--- src/rtl/rv_muldiv_if.sv ---
// Request/response channel of the iterative RV32M multiply/divide unit.
// master = core side, slave = the unit itself.
interface rv_muldiv_if #(
    parameter int unsigned XLEN = 32
) ();
    logic            kill;
    logic            req_valid;
    logic            req_ready;
    logic [2:0]      funct3;
    logic [XLEN-1:0] operand_a;
    logic [XLEN-1:0] operand_b;
    logic            resp_valid;
    logic            resp_ready;
    logic [XLEN-1:0] result;
    logic            busy;

    modport master (
        output kill, req_valid, funct3, operand_a, operand_b, resp_ready,
        input  req_ready, resp_valid, result, busy
    );

    modport slave (
        input  kill, req_valid, funct3, operand_a, operand_b, resp_ready,
        output req_ready, resp_valid, result, busy
    );
endinterface

--- src/rtl/rv_muldiv.sv ---
// Iterative RV32M multiply/divide unit: shift-add multiply, restoring divide, XLEN iterations.
// Define RVSIMPLE_MULDIV_FAST_MUL_EN to resolve MUL* in one cycle with a 33x33 signed multiplier.
module rv_muldiv #(
    parameter int unsigned XLEN = 32
) (
    input  logic        clock,
    input  logic        reset_n,
    rv_muldiv_if.slave  bus
);
    localparam int unsigned CW = $clog2(XLEN);

    typedef enum logic [1:0] {S_IDLE, S_CALC, S_DONE} state_t;

    state_t          state;
    logic [CW-1:0]   count;
    logic [XLEN-1:0] acc;
    logic [XLEN-1:0] lo;
    logic [XLEN-1:0] opb;
    logic [2:0]      op_f3;
    logic            neg_res;
    logic            req_ready_q;
    logic            resp_valid_q;
    logic            busy_q;
    logic [XLEN-1:0] result_q;

    assign bus.req_ready  = req_ready_q;
    assign bus.resp_valid = resp_valid_q;
    assign bus.busy       = busy_q;
    assign bus.result     = result_q;

    // Accept-side decode: signedness, magnitudes and special cases.
    logic            a_signed, b_signed, a_neg, b_neg;
    logic [XLEN-1:0] a_mag, b_mag;
    logic            div_zero, div_ovf, special, neg_acc;
    logic [XLEN-1:0] special_res;

    always_comb begin
        a_signed = (bus.funct3 == 3'd1) || (bus.funct3 == 3'd2) ||
                   (bus.funct3 == 3'd4) || (bus.funct3 == 3'd6);
        b_signed = (bus.funct3 == 3'd1) || (bus.funct3 == 3'd4) || (bus.funct3 == 3'd6);
        a_neg    = a_signed && bus.operand_a[XLEN-1];
        b_neg    = b_signed && bus.operand_b[XLEN-1];
        a_mag    = a_neg ? -bus.operand_a : bus.operand_a;
        b_mag    = b_neg ? -bus.operand_b : bus.operand_b;
        div_zero = bus.funct3[2] && (bus.operand_b == '0);
        div_ovf  = ((bus.funct3 == 3'd4) || (bus.funct3 == 3'd6)) &&
                   (bus.operand_a == {1'b1, {(XLEN-1){1'b0}}}) && (bus.operand_b == '1);
        special  = div_zero || div_ovf;
        if (div_zero)
            special_res = bus.funct3[1] ? bus.operand_a : '1;
        else
            special_res = bus.funct3[1] ? '0 : bus.operand_a;
        // REM takes the dividend's sign; quotient and product take the XOR.
        neg_acc  = (bus.funct3[2] && bus.funct3[1]) ? a_neg : (a_neg ^ b_neg);
    end

`ifdef RVSIMPLE_MULDIV_FAST_MUL_EN
    logic signed [XLEN:0]     fast_a, fast_b;
    logic signed [2*XLEN+1:0] fast_prod;
    logic [XLEN-1:0]          fast_res;

    always_comb begin
        fast_a    = {a_signed && bus.operand_a[XLEN-1], bus.operand_a};
        fast_b    = {b_signed && bus.operand_b[XLEN-1], bus.operand_b};
        fast_prod = fast_a * fast_b;
        fast_res  = (bus.funct3 == 3'd0) ? fast_prod[XLEN-1:0] : fast_prod[2*XLEN-1:XLEN];
    end
`endif

    // One iteration step for each algorithm, plus the final sign fix-up.
    logic [XLEN:0]     mul_sum;
    logic [XLEN:0]     div_shift;
    logic              div_ok;
    logic [XLEN-1:0]   div_sub;
    logic [XLEN-1:0]   hi_nx, lo_nx;
    logic [2*XLEN-1:0] prod, prod_s;
    logic [XLEN-1:0]   div_sel, final_res;

    always_comb begin
        mul_sum   = {1'b0, acc} + (lo[0] ? {1'b0, opb} : '0);
        div_shift = {acc, lo[XLEN-1]};
        div_ok    = div_shift >= {1'b0, opb};
        div_sub   = div_shift[XLEN-1:0] - opb;
        if (op_f3[2]) begin
            hi_nx = div_ok ? div_sub : div_shift[XLEN-1:0];
            lo_nx = {lo[XLEN-2:0], div_ok};
        end else begin
            hi_nx = mul_sum[XLEN:1];
            lo_nx = {mul_sum[0], lo[XLEN-1:1]};
        end
        prod    = {hi_nx, lo_nx};
        prod_s  = neg_res ? -prod : prod;
        div_sel = op_f3[1] ? hi_nx : lo_nx;
        if (op_f3[2])
            final_res = neg_res ? -div_sel : div_sel;
        else if (op_f3 == 3'd0)
            final_res = prod_s[XLEN-1:0];
        else
            final_res = prod_s[2*XLEN-1:XLEN];
    end

    always_ff @(posedge clock or negedge reset_n) begin
        if (!reset_n) begin
            state        <= S_IDLE;
            count        <= '0;
            acc          <= '0;
            lo           <= '0;
            opb          <= '0;
            op_f3        <= '0;
            neg_res      <= 1'b0;
            req_ready_q  <= 1'b1;
            resp_valid_q <= 1'b0;
            busy_q       <= 1'b0;
            result_q     <= '0;
        end else if (bus.kill) begin
            state        <= S_IDLE;
            req_ready_q  <= 1'b1;
            resp_valid_q <= 1'b0;
            busy_q       <= 1'b0;
        end else begin
            case (state)
                S_IDLE: begin
                    if (bus.req_valid) begin
                        op_f3       <= bus.funct3;
                        neg_res     <= neg_acc;
                        count       <= '0;
                        req_ready_q <= 1'b0;
                        busy_q      <= 1'b1;
                        if (special) begin
                            result_q     <= special_res;
                            resp_valid_q <= 1'b1;
                            state        <= S_DONE;
                        end
`ifdef RVSIMPLE_MULDIV_FAST_MUL_EN
                        else if (!bus.funct3[2]) begin
                            result_q     <= fast_res;
                            resp_valid_q <= 1'b1;
                            state        <= S_DONE;
                        end
`endif
                        else begin
                            // lo holds the value consumed bit by bit: dividend or multiplier.
                            acc   <= '0;
                            lo    <= bus.funct3[2] ? a_mag : b_mag;
                            opb   <= bus.funct3[2] ? b_mag : a_mag;
                            state <= S_CALC;
                        end
                    end
                end
                S_CALC: begin
                    acc   <= hi_nx;
                    lo    <= lo_nx;
                    count <= count + 1'b1;
                    if (count == CW'(XLEN-1)) begin
                        result_q     <= final_res;
                        resp_valid_q <= 1'b1;
                        state        <= S_DONE;
                    end
                end
                S_DONE: begin
                    if (bus.resp_ready) begin
                        resp_valid_q <= 1'b0;
                        req_ready_q  <= 1'b1;
                        busy_q       <= 1'b0;
                        state        <= S_IDLE;
                    end
                end
                default: state <= S_IDLE;
            endcase
        end
    end
endmodule

--- src/flat_wrapper.sv ---
// flat-port wrapper written by rule: the top's interface ports become plain ports
module rv_muldiv_flat 
#(
    parameter int unsigned XLEN = 32
)
  (clock, reset_n, bus_kill, bus_req_valid, bus_funct3, bus_operand_a, bus_operand_b, bus_resp_ready, bus_req_ready, bus_resp_valid, bus_result, bus_busy);
  rv_muldiv_if #(.XLEN(XLEN)) bus_i ();
  input  logic clock;
  input  logic reset_n;
  input wire logic [$bits(bus_i.kill)-1:0] bus_kill;
  input wire logic [$bits(bus_i.req_valid)-1:0] bus_req_valid;
  input wire logic [$bits(bus_i.funct3)-1:0] bus_funct3;
  input wire logic [$bits(bus_i.operand_a)-1:0] bus_operand_a;
  input wire logic [$bits(bus_i.operand_b)-1:0] bus_operand_b;
  input wire logic [$bits(bus_i.resp_ready)-1:0] bus_resp_ready;
  output wire logic [$bits(bus_i.req_ready)-1:0] bus_req_ready;
  output wire logic [$bits(bus_i.resp_valid)-1:0] bus_resp_valid;
  output wire logic [$bits(bus_i.result)-1:0] bus_result;
  output wire logic [$bits(bus_i.busy)-1:0] bus_busy;
  assign bus_i.kill = bus_kill;
  assign bus_i.req_valid = bus_req_valid;
  assign bus_i.funct3 = bus_funct3;
  assign bus_i.operand_a = bus_operand_a;
  assign bus_i.operand_b = bus_operand_b;
  assign bus_i.resp_ready = bus_resp_ready;
  assign bus_req_ready = bus_i.req_ready;
  assign bus_resp_valid = bus_i.resp_valid;
  assign bus_result = bus_i.result;
  assign bus_busy = bus_i.busy;
  rv_muldiv #(.XLEN(XLEN)) u_core (.clock(clock), .reset_n(reset_n), .bus(bus_i));
endmodule
--- config.mk ---
export PLATFORM = sky130hd
export DESIGN_NAME = rv_muldiv_flat
export DESIGN_NICKNAME = d
export VERILOG_FILES = /design/src/rtl/rv_muldiv_if.sv /design/src/rtl/rv_muldiv.sv /design/src/flat_wrapper.sv
export SDC_FILE = /design/constraint.sdc
export NUM_CORES = 1
export LEC_CHECK = 0
export ABC_AREA = 1
export CAP_MARGIN = 20
export CELL_PAD_IN_SITES_DETAIL_PLACEMENT = 2
export CELL_PAD_IN_SITES_GLOBAL_PLACEMENT = 2
export CORE_UTILIZATION = 33
export CTS_CLUSTER_DIAMETER = 60
export CTS_CLUSTER_SIZE = 40
export DETAILED_ROUTE_END_ITERATION = 6
export GPL_TIMING_DRIVEN = 0
export PLACE_DENSITY = 0.89
export RECOVER_POWER = 25
export SYNTH_ARGS = -nofsm -noshare
export SYNTH_HDL_FRONTEND = slang
export SYNTH_SLANG_ARGS = --single-unit
--- constraint.sdc ---
create_clock -name clock -period 4.4 [get_ports clock]
set_input_delay 0.66 -clock clock [delete_from_list [all_inputs] [get_ports clock]]
set_output_delay 0.66 -clock clock [all_outputs]
set_load 0.01 [all_outputs]
# ---- Word level (Yosys, flattened, before mapping)
# Index checks and enable logic that the tools add are counted.
dict set report classes {
  addsub 7
  order_cmp 1
  eq_ne 17
  mux 48
  n_bitwise 3
  n_reduce_logical 27
}
# op n
set ops {}
lappend ops {{2-to-1 mux 32 bit} 22}
lappend ops {{case mux 32 bit (2 select lines)} 3}
lappend ops {{negation 32 bit} 3}
lappend ops {{equality test 32 bit (second input constant)} 2}
lappend ops {{2-to-1 mux 64 bit} 1}
lappend ops {{negation 64 bit} 1}
lappend ops {{adder 32 x 33 -> 33 bit} 1}
lappend ops {{greater-or-equal comparator 33 x 32 -> 1 bit} 1}
lappend ops {{logical NOT 32 bit} 1}
lappend ops {{subtractor 32 bit} 1}
lappend ops {{AND reduction 3 bit} 4}
lappend ops {{2-to-1 mux 1 bit} 11}
lappend ops {{2-to-1 mux 2 bit} 5}
lappend ops {{case mux 5 bit (2 select lines)} 1}
lappend ops {{AND reduction 5 bit} 2}
lappend ops {{AND reduction 4 bit} 2}
lappend ops {{logical OR 1 bit} 7}
lappend ops {{equality test 3 bit (second input constant)} 2}
lappend ops {{logical AND 1 bit} 6}
lappend ops {{inequality test 3 x 2 -> 1 bit (second input constant)} 2}
lappend ops {{inequality test 3 bit (second input constant)} 2}
lappend ops {{case mux 2 bit (3 select lines)} 1}
lappend ops {{adder 5 x 1 -> 5 bit (second input constant)} 1}
lappend ops {{equality test 5 bit (second input constant)} 1}
lappend ops {{16 further kinds} 20}
dict set report word_totals {
  reg_bits 142
  input_bits 72
  output_inout_bits 35
  word_cells 114
}

# ---- Longest topological paths before layout
# Gate-level depths: netlist of run 1.
dict set report logic_depth {
  ltp_word 10
  ltp_mapped 34
  depth_no_buf 33
}

# ---- Worst setup path after synthesis of run 1
# Ideal clock, no wire load.
dict set report synth_path {
  path_kind {flip-flop to flip-flop}
  from {reg u_core.acc[23]}
  to {reg u_core.result_q[16], in the netlist u_core.bus.result[16]}
  setup_ps 117
  arrival_ps 3582
  required_time_ps 4283
  path_slack_ps 702
  path_stages_with_launch 29
  path_buffers 1
  synth_period_minus_slack_ps 3698
  cell_sequence {dfrtp_1 ha_1 nand2_2 inv_2 a21oi_2 nand2_1 nand2_1 nand3_2 nor2_4 buf_8 nand3_2 o21ai_4 ha_1 nand3_1 nor3_2 nand4_1 nor2_2 nand4_1 nor2_2 nand2_1 nor2_2 nand3_1 nand2_1 xor2_1 nand2_1 nand2_1 nand3_1 nand2_1 nand2_1}
}
dict set report synth_via {
  elab_chain_len 9
  word_cells_on_any_way 13
  cone_classes {2 x add/sub; 1 x order compare; 10 x mux}
}
# element line_no
set synth_rtl {}
lappend synth_rtl {{start, declared} rv_muldiv.sv:16} ;# logic [XLEN-1:0] acc;
lappend synth_rtl {{start signal, assigned} rv_muldiv.sv:151} ;# acc <= hi_nx;
lappend synth_rtl {{greater-or-equal comparator 33 x 32 -> 1 bit *} rv_muldiv.sv:82} ;# div_ok = div_shift >= {1'b0, opb};
lappend synth_rtl {{2-to-1 mux 32 bit} rv_muldiv.sv:85} ;# hi_nx = div_ok ? div_sub : div_shift[XLEN-1:0];
lappend synth_rtl {{2-to-1 mux 32 bit} rv_muldiv.sv:84} ;# if (op_f3[2]) begin
lappend synth_rtl {{negation 64 bit or 2-to-1 mux 32 bit (tied branches)} {rv_muldiv.sv:92, rv_muldiv.sv:93}}
lappend synth_rtl {{2-to-1 mux 64 bit or negation 32 bit (tied branches)} {rv_muldiv.sv:92, rv_muldiv.sv:95}}
lappend synth_rtl {{2-to-1 mux 32 bit, on equally long branches} {rv_muldiv.sv:96, rv_muldiv.sv:95}}
lappend synth_rtl {{2-to-1 mux 32 bit *} rv_muldiv.sv:94} ;# if (op_f3[2])
lappend synth_rtl {{2-to-1 mux 32 bit *} rv_muldiv.sv:154} ;# if (count == CW'(XLEN-1)) begin
lappend synth_rtl {{case mux 32 bit (2 select lines) *} rv_muldiv.sv:121} ;# case (state)
lappend synth_rtl {{end signal, assigned} rv_muldiv.sv:130} ;# result_q <= special_res;
lappend synth_rtl {{end signal, assigned} rv_muldiv.sv:155} ;# result_q <= final_res;
lappend synth_rtl {{end, declared} rv_muldiv.sv:24} ;# logic [XLEN-1:0] result_q;
# Every way passes the cells marked *; elsewhere a longest branch is shown, timed or not. The select of a mux whose other input is x is not followed.
# A chain may end at the register's enable or synchronous reset.

# ---- Worst setup path in the final report of run 1
dict set report layout_path {
  from {reg u_core.acc[8]}
  to {reg u_core.result_q[20], in the netlist u_core.bus.result[20]}
}
dict set report layout_via {
  elab_chain_len 9
  word_cells_on_any_way 15
  cone_classes {4 x add/sub; 1 x order compare; 10 x mux}
}
# element line_no
set layout_rtl {}
lappend layout_rtl {{subtractor 32 bit or greater-or-equal comparator 33 x 32 -> 1 bit (tied branches)} {rv_muldiv.sv:83, rv_muldiv.sv:82}}
lappend layout_rtl {{2-to-1 mux 32 bit} rv_muldiv.sv:85}
lappend layout_rtl {{2-to-1 mux 32 bit} rv_muldiv.sv:84}
lappend layout_rtl {{negation 64 bit or 2-to-1 mux 32 bit (tied branches)} {rv_muldiv.sv:92, rv_muldiv.sv:93}}
lappend layout_rtl {{2-to-1 mux 64 bit or negation 32 bit (tied branches)} {rv_muldiv.sv:92, rv_muldiv.sv:95}}
lappend layout_rtl {{2-to-1 mux 32 bit, on equally long branches} {rv_muldiv.sv:96, rv_muldiv.sv:95}}
lappend layout_rtl {{2-to-1 mux 32 bit *} rv_muldiv.sv:94}
lappend layout_rtl {{2-to-1 mux 32 bit *} rv_muldiv.sv:154}
lappend layout_rtl {{case mux 32 bit (2 select lines) *} rv_muldiv.sv:121}
# Marked as above.

==> results of run 1 <==
==> critical path: stages (launching register included) <==
cell and delay [ps]:
dfrtp_1 710, ha_4 310, nand2_2 120, nor2_4 70, nand2_2 100, nor2_2 60, nand2_1 80, nand3_2 110
nor2_4 170, buf_8 130, nand3_4 200, o21ai_4 180, ha_4 220, nand3_4 120, nor3_4 150, nand4_1 230
nor2_2 220, nand4_1 260, nor2_4 280, nor2_4 90, a21oi_4 250, nand2_4 120, o21ai_2 190, nand3_2 190
nand2_2 160, nand3_4 120, a21oi_4 170
==> stage by stage <==
| step | setup slack (ps) | hold slack, ps | std cells | util [%] | setup TNS [ps] |
|---|---|---|---|---|---|
| global placement | -3696 | 461.4 | 4286 | 37.06 | -541240 |
| finish | -723.4 | 494.5 | 4399 | 41.69 | -15740 |
| CTS | -13.96 | 135.0 | 4342 | 39.44 | -13.96 |
| detailed placement | -1100 | 472.8 | 4289 | 37.13 | -41340 |
| global route | -749.4 | 528.3 | 4395 | 41.67 | -19440 |
| floorplan | 701.7 | 364.4 | 3418 | - | 0 |
==> cell families (layout without fill, tap and decap cells) <==
family | after synthesis | count (layout)
AND/OR/NAND/NOR | 1891 | 1892
adder cells (fa/ha/maj) | 76 | 76
other | 0 | 4
buffers and inverters | 603 | 814
XOR/XNOR | 93 | 93
flip-flops | 142 | 142
AO/OA/AOI/OAI | 613 | 613
==> cell usage in the layout, fill, tap and decap left out, types with 31 or more instances in the layout <==
master	netlist	layout
nand4_1	52	52
o22ai_1	47	47
nor2_1	346	314
o211ai_1	49	49
clkdlybuf4s50_1	0	102
nand3_1	301	266
a21oi_1	194	180
clkbuf_1	76	73
dfrtp_2	0	33
buf_4	10	80
o21ai_0	231	213
nand2_1	995	903
nor3_1	34	33
ha_1	74	36
inv_1	451	419
xor2_1	68	66
ha_4	0	31
nand2_2	34	112
nor2_2	24	45
inv_2	12	38
nand3_2	31	54
dfrtp_1	141	108
==> sequential cells by signal, indices dropped and copies added, names as in the netlist <==
name,cells
u_core.acc,32
u_core.bus.result,32
u_core.lo,32
u_core.opb,32
u_core.count,5
u_core.op_f3,3
u_core.state,2
u_core.bus.busy,1
u_core.bus.req_ready,1
u_core.bus.resp_valid,1
u_core.neg_res,1
==> per-layer routing <==
| layer | up-vias | global-route usage (%) |
|---|---|---|
| met5 | - | 0 |
| met4 | 10 | 34.72 |
| met3 | 1119 | 9.009 |
| met2 | 2367 | 68.93 |
| met1 | 14388 | 49.99 |
| li1 | 11517 | - |
==> area by class of cell <==
cell class / instances / area, um2
Sequential cell: 142 / 3596
Buffer: 133 / 674.4
Timing Repair Buffer: 181 / 1630
Clock buffer: 18 / 439.2
Multi-Input combinational cell: 2674 / 14940
Tap cell: 765 / 957.2
Antenna cell: 4 / 10.01
Fill cell: 7113 / 33840
Clock inverter: 14 / 171.4
Inverter: 468 / 1772
==> path summary, 6_finish.rpt <==
kind / end / slack [ps] / cells past startpoint
setup / recovery: u_core.bus.result[20]$_DFFE_PN0P_ / -720 / 26
hold / removal: u_core.bus.req_ready$_DFFE_PN1P_ / 490 / 2
setup reg to reg: u_core.bus.result[20]$_DFFE_PN0P_ / -720 / 26
hold reg to reg: u_core.bus.req_ready$_DFFE_PN1P_ / 490 / 2
max in group asynchronous: u_core.bus.resp_valid$_DFFE_PN0P_ / 1110 / 1
min in group asynchronous: u_core.bus.result[10]$_DFFE_PN0P_ / 1290 / 1
==> timing repair <==
action,CTS,global route
setup endpoints to repair,34,95
gates resized for setup,140,265
gates cloned,0,1
pin swaps,13,74
buffers inserted,23,49
==> flow_summary_export.csv, run 1 <==
group,metric,value,unit
floorplanning,coreArea,58030,um2
drt,wl_met3,16.19,mm
synthesis,synthFlopType,"dfrtp_1",
clocking,h-tree-depth,4,
drt,drtAntennaViolNets,0,
timing,slew_violations,60,
timing,finClkSkew,24.03,ps
synthesis,synthMuxAreaShare,0,%
worst_hold_path,hp-start,"u_core.bus.req_ready$_DFFE_PN1P_",
timing,setup_viol,33,
synthesis,synth_top_area_share,19.13,%
drt,drt-wirelength-per-cell,35.11,um
worst_hold_path,min_path_type,"register to register",
run_status,status,"finished with violations",
global_route,grt_start_max_net_pins,91,
drt,routed_via_density,6.684,
place,hpwlAfterDp,99.70,mm
synthesis,synth_nets,3566,
synthesis,ys_seq_area_share,18.21,%
drt,m1WireLength,52.99,mm
synthesis,synth_compound_area_share,17.71,%
clocking,cts.path.max_buffers,2,
clocking,postCtsHoldBufs,0,
timing,worst_slew_pin_slew,3505,ps
place,io_buffers,103,
critical_path,worst_setup_path_start_kind,"register",
clocking,cts_tree,"built",
synthesis,synth_common_cells,"nand2_1 (995), inv_1 (451), nor2_1 (346), nand3_1 (301), o21ai_0 (231)",
floorplanning,die-area,60120,um2
drt,drt_pass1_iterations,7,
synthesis,synth-simple-area-share,42.55,%
place,place_congestion,1.037,
synthesis,syn_area,19520,um2
clocking,clock_sinks,142,
place,postPlaceCellArea,21550,um2
clocking,tritoncts.num_buffers,17,
critical_path,cp-startpoint,"u_core.acc[8]$_DFFE_PN0P_",
cells_and_area,final_nets,3765,
critical_path,critical_path_class,"register to register",
timing,layout_min_cycle_time,5123,ps
timing,worst_slack,-723.4,ps
global_route,grt-ovfl-total,0,
synthesis,synth_warnings,0,
floorplanning,die_y,245.2,um
drt,drc,2,
timing,slew_headroom,-133.7,%
drt,vias,29401,
synthesis,synthArstFlopShare,100.0,%
run,cap_violations,3,
floorplanning,rows,88,
synthesis,syn_avg_cell_area,5.711,um2
global_route,grt_pass1_wl,191.5,mm
timing,rsz0062_at_grt,"yes",
drt,dr.max_layer_used,"met5",
synthesis,syn_inst,3418,
clocking,path_clk_slew,80,ps
synthesis,synthXorXnorAreaFrac,4.173,%
critical_path,worstPathRequired,4870,ps
synthesis,synth_top_area_cell,"nand2_1",
synthesis,yosys.area_share.adder,4.949,%
cells_and_area,drive_above_1_share,17.05,%
floorplanning,io-pin-count,107,
synthesis,synth_edf_count,0,
timing,fmax,195.2,MHz
critical_path,arrival,5600,ps
cells_and_area,area_growth,23.92,%
timing,hold_viol,0,
drt,wl_met2,66.68,mm
cells_and_area,design_area,24190,um2
drt,finalWirelength,154.5,mm
global_route,grt_antenna_before_repair,10,
floorplanning,initial_core_util,33.64,%
floorplanning,die_w,245.2,um
critical_path,critPathCaptureType,"register",
drt,first_iter_violations,3388,
clocking,cts_root_buf,"clkbuf_16",
timing,min_period_over_period,116.4,%
synthesis,synth_top_family_by_area,"simple AND/OR/NAND/NOR gates",
global_route,grt_pass1_vias,28732,
run_status,violations,"DRC, capacitance limit, slew limit, setup timing",
synthesis,synth_seq_cells,142,
critical_path,critPathMaxFanout,4,
global_route,grtUsageTotal,43.18,%
synthesis,synth.most_common_cell,"nand2_1",
synthesis,ys_types,56,
synthesis,synth_area_leaders,"nand2_1 (19%), dfrtp_1 (18%), inv_1 (8.7%), nand3_1 (7.7%), nor2_1 (6.7%)",
critical_path,r2r_start,"u_core.acc[8]$_DFFE_PN0P_",
clocking,clk-insertion-delay-late,550,ps
Power of run 1 is not shown: default switching activity piles up to over one toggle a cycle in this logic, so the estimate is an artifact.
==> inputs of run 2 (changes only) <==
--- a/config.mk
+++ b/config.mk
@@ -9,6 +9,7 @@
 export CAP_MARGIN = 20
 export CELL_PAD_IN_SITES_DETAIL_PLACEMENT = 2
 export CELL_PAD_IN_SITES_GLOBAL_PLACEMENT = 2
+export CORE_MARGIN = 3
 export CORE_UTILIZATION = 33
 export CTS_CLUSTER_DIAMETER = 60
 export CTS_CLUSTER_SIZE = 40
==> run 2 against run 1 <==
The flow finishes with violations (capacitance limit, slew limit, setup timing). Via count up 4.4%. Critical path type unchanged. Cell count grew 0.75%. Worst hold slack worse by 0.50 ps. Core utilization increased by 0.74 points. Setup slack lost 450 ps. Sequential cell count unchanged. Sequential share of layout area shrank 0.30 points.
==> flow_summary_export.csv, run 2 (synthesis gave the netlist of run 1 again) <==
group,metric,value,unit
run_status,status,"finished with violations",
run_status,violations,"capacitance limit, slew limit, setup timing",
global_route,grt_start_max_net_pins,67,
floorplanning,coreArea,58140,um2
timing,worst_slack,-1173,ps
drt,first_iter_violations,4167,
clocking,cts_root_buf,"clkbuf_16",
cells_and_area,final_common_cell,"nand2_1",
clocking,h-tree-depth,4,
global_route,grt_pass1_vias,30086,
timing,hold_viol,0,
timing,layout_min_cycle_time,5573,ps
place,place_congestion,0.9848,
floorplanning,io-pin-count,107,
drt,vias,30694,
global_route,grt_pass1_wl,205.9,mm
critical_path,rr_worst_depth,23,
critical_path,cp_slowest_cell,"xnor2_1",
critical_path,r2r_start,"u_core.acc[1]$_DFFE_PN0P_",
timing,setup_viol,49,
worst_hold_path,hold_depth,2,
place,hpwlAfterDp,100.6,mm
critical_path,arrival,6050,ps
timing,finClkSkew,56.75,ps
clocking,tritoncts.num_buffers,17,
cells_and_area,area_growth,26.37,%
drt,drt_pass1_iterations,7,
global_route,grt_antenna_before_repair,20,
floorplanning,die_y,249.2,um
floorplanning,die_w,249.2,um
drt,drt-wirelength-per-cell,38.62,um
floorplanning,rows,88,
timing,fmax,179.4,MHz
floorplanning,initial_core_util,33.57,%
critical_path,worstPathRequired,4880,ps
run,cap_violations,1,
timing,slew_violations,25,
critical_path,critPathMaxFanout,5,
drt,drc,0,
cells_and_area,drive_above_1_share,18.79,%
worst_hold_path,min_path_type,"register to register",
global_route,grt-ovfl-total,0,
critical_path,critPathTopFamily,"simple AND/OR/NAND/NOR gates",
critical_path,cpMostUsedCell,"nand2_1",
global_route,grtUsageTotal,44.58,%
cells_and_area,final_cell_mix,"nand2_1 (880), inv_1 (417), nor2_1 (314)",
timing,worst_slew_pin_slew,1652,ps
critical_path,worst_setup_path_start_kind,"register",
drt,routed_via_density,6.926,
clocking,clock_sinks,142,
clocking,cts.path.max_buffers,2,
worst_hold_path,hp-start,"u_core.bus.req_ready$_DFFE_PN1P_",
critical_path,worstPathBufferInverterCount,1,
place,io_buffers,103,
timing,min_period_over_period,126.7,%
timing,slew_headroom,-10.15,%
clocking,path_clk_slew,140,ps
critical_path,critPathCaptureType,"register",
critical_path,r2r-end,"u_core.bus.result[25]$_DFFE_PN0P_",
timing,rsz0062_at_grt,"yes",
timing,whs,494.0,ps
critical_path,critical_path_class,"register to register",
critical_path,path_cells,"ha_4 -> buf_4 -> nand3_1 -> nand2_1 -> nand2_1 -> nand2_1 -> nand2_1 -> nand2_1 -> xnor2_1 -> nand2_1 -> nand3_2 -> nand2_2 -> nor2_2 -> nand2_1 -> nor2_2 -> nand2_1 -> nand2_1 -> nand2_1 -> nand2_1 -> nand3_2 -> a21oi_4 -> nand2_1 -> a21oi_2",
drt,drtAntennaViolNets,0,
critical_path,regToRegSetupSlack,-1170,ps
cells_and_area,final_nets,3791,
clocking,cts_tree,"built",
worst_hold_path,worstHoldEndpoint,"u_core.bus.req_ready$_DFFE_PN1P_",
drt,finalWirelength,171.2,mm
clocking,clk-insertion-delay-late,600,ps
critical_path,max_stage_delay,880,ps
floorplanning,die-area,62100,um2
-- run 2: changes by cell type in the layout (fill, tap and decap cells not counted), moves of 5 or more --
| cell | change |
|---|---|
| nand2_4 | +17 |
| xor2_1 | -5 |
| nand2_1 | -23 |
| nand3_2 | +6 |
| nand3_1 | -5 |
| diode_2 | +7 |
| a21oi_2 | +5 |
| buf_4 | +24 |
| nand2_2 | +7 |
-- run 2: worst max-delay path by stage --
stage	start	slack, ps	to	depth (start not counted)
finish	u_core.acc[1]$_DFFE_PN0P_	-1170	u_core.bus.result[25]$_DFFE_PN0P_	23
global route	u_core.acc[1]$_DFFE_PN0P_	-870	u_core.bus.result[25]$_DFFE_PN0P_	23
CTS	u_core.lo[0]$_DFFE_PN0P_	2	u_core.bus.result[25]$_DFFE_PN0P_	22
detailed placement	u_core.lo[0]$_DFFE_PN0P_	-1200	u_core.bus.result[27]$_DFFE_PN0P_	28
global placement	reset_n	-3740	u_core.opb[24]$_DFFE_PN0P_	1
floorplan	u_core.acc[23]$_DFFE_PN0P_	700	u_core.bus.result[16]$_DFFE_PN0P_	28
-- run 2: worst min-delay path: stages, from the launching register on --
cell and delay (ps):
dfstp_2 380, inv_1 40, o21ai_0 70
-- run 2: per-stage QoR --
stage	instances	instance area (um2)	TNS (ps)	setup WS, ps	utilization (%)
2_1_floorplan	3418	19520	0	701.7	-
3_3_place_gp	4286	21510	-554580	-3739	36.99
3_5_place_dp	4290	21570	-51070	-1196	37.11
4_1_cts	4354	23010	0	1.740	39.57
5_1_grt	4422	24640	-23390	-867.5	42.39
6_report	4432	24670	-22430	-1173	42.43
-- run 2: routing by layer --
layer / GRT usage, % / vias up / wire, um
li1: - / 11555 / -
met1: 49.08 / 14909 / 56200
met2: 70.82 / 2828 / 72500
met3: 13.61 / 1390 / 21280
met4: 36.60 / 12 / 21110
met5: 0 / - / 81
-- run 2: what timing repair did --
| action | 4_1_cts | 5_1_grt |
|---|---|---|
| hold buffers | 1 | 0 |
| hold endpoints to repair | 22 | 0 |
| gates resized for setup | 157 | 322 |
| pin swaps | 21 | 68 |
| buffers inserted | 32 | 63 |
| setup endpoints to repair | 35 | 88 |
-- run 2: area by class of cell --
class | count | area (um2)
timing repair buffer | 207 | 1861
sequential | 142 | 3593
multi-input combinational | 2673 | 15140
clock inverter | 15 | 185.2
buffer | 134 | 696.9
fill | 7212 | 33470
clock buffer | 17 | 425.4
inverter | 468 | 1779
tap | 765 | 957.2
antenna | 11 | 27.53
Power of run 2 is left out for the same reason.
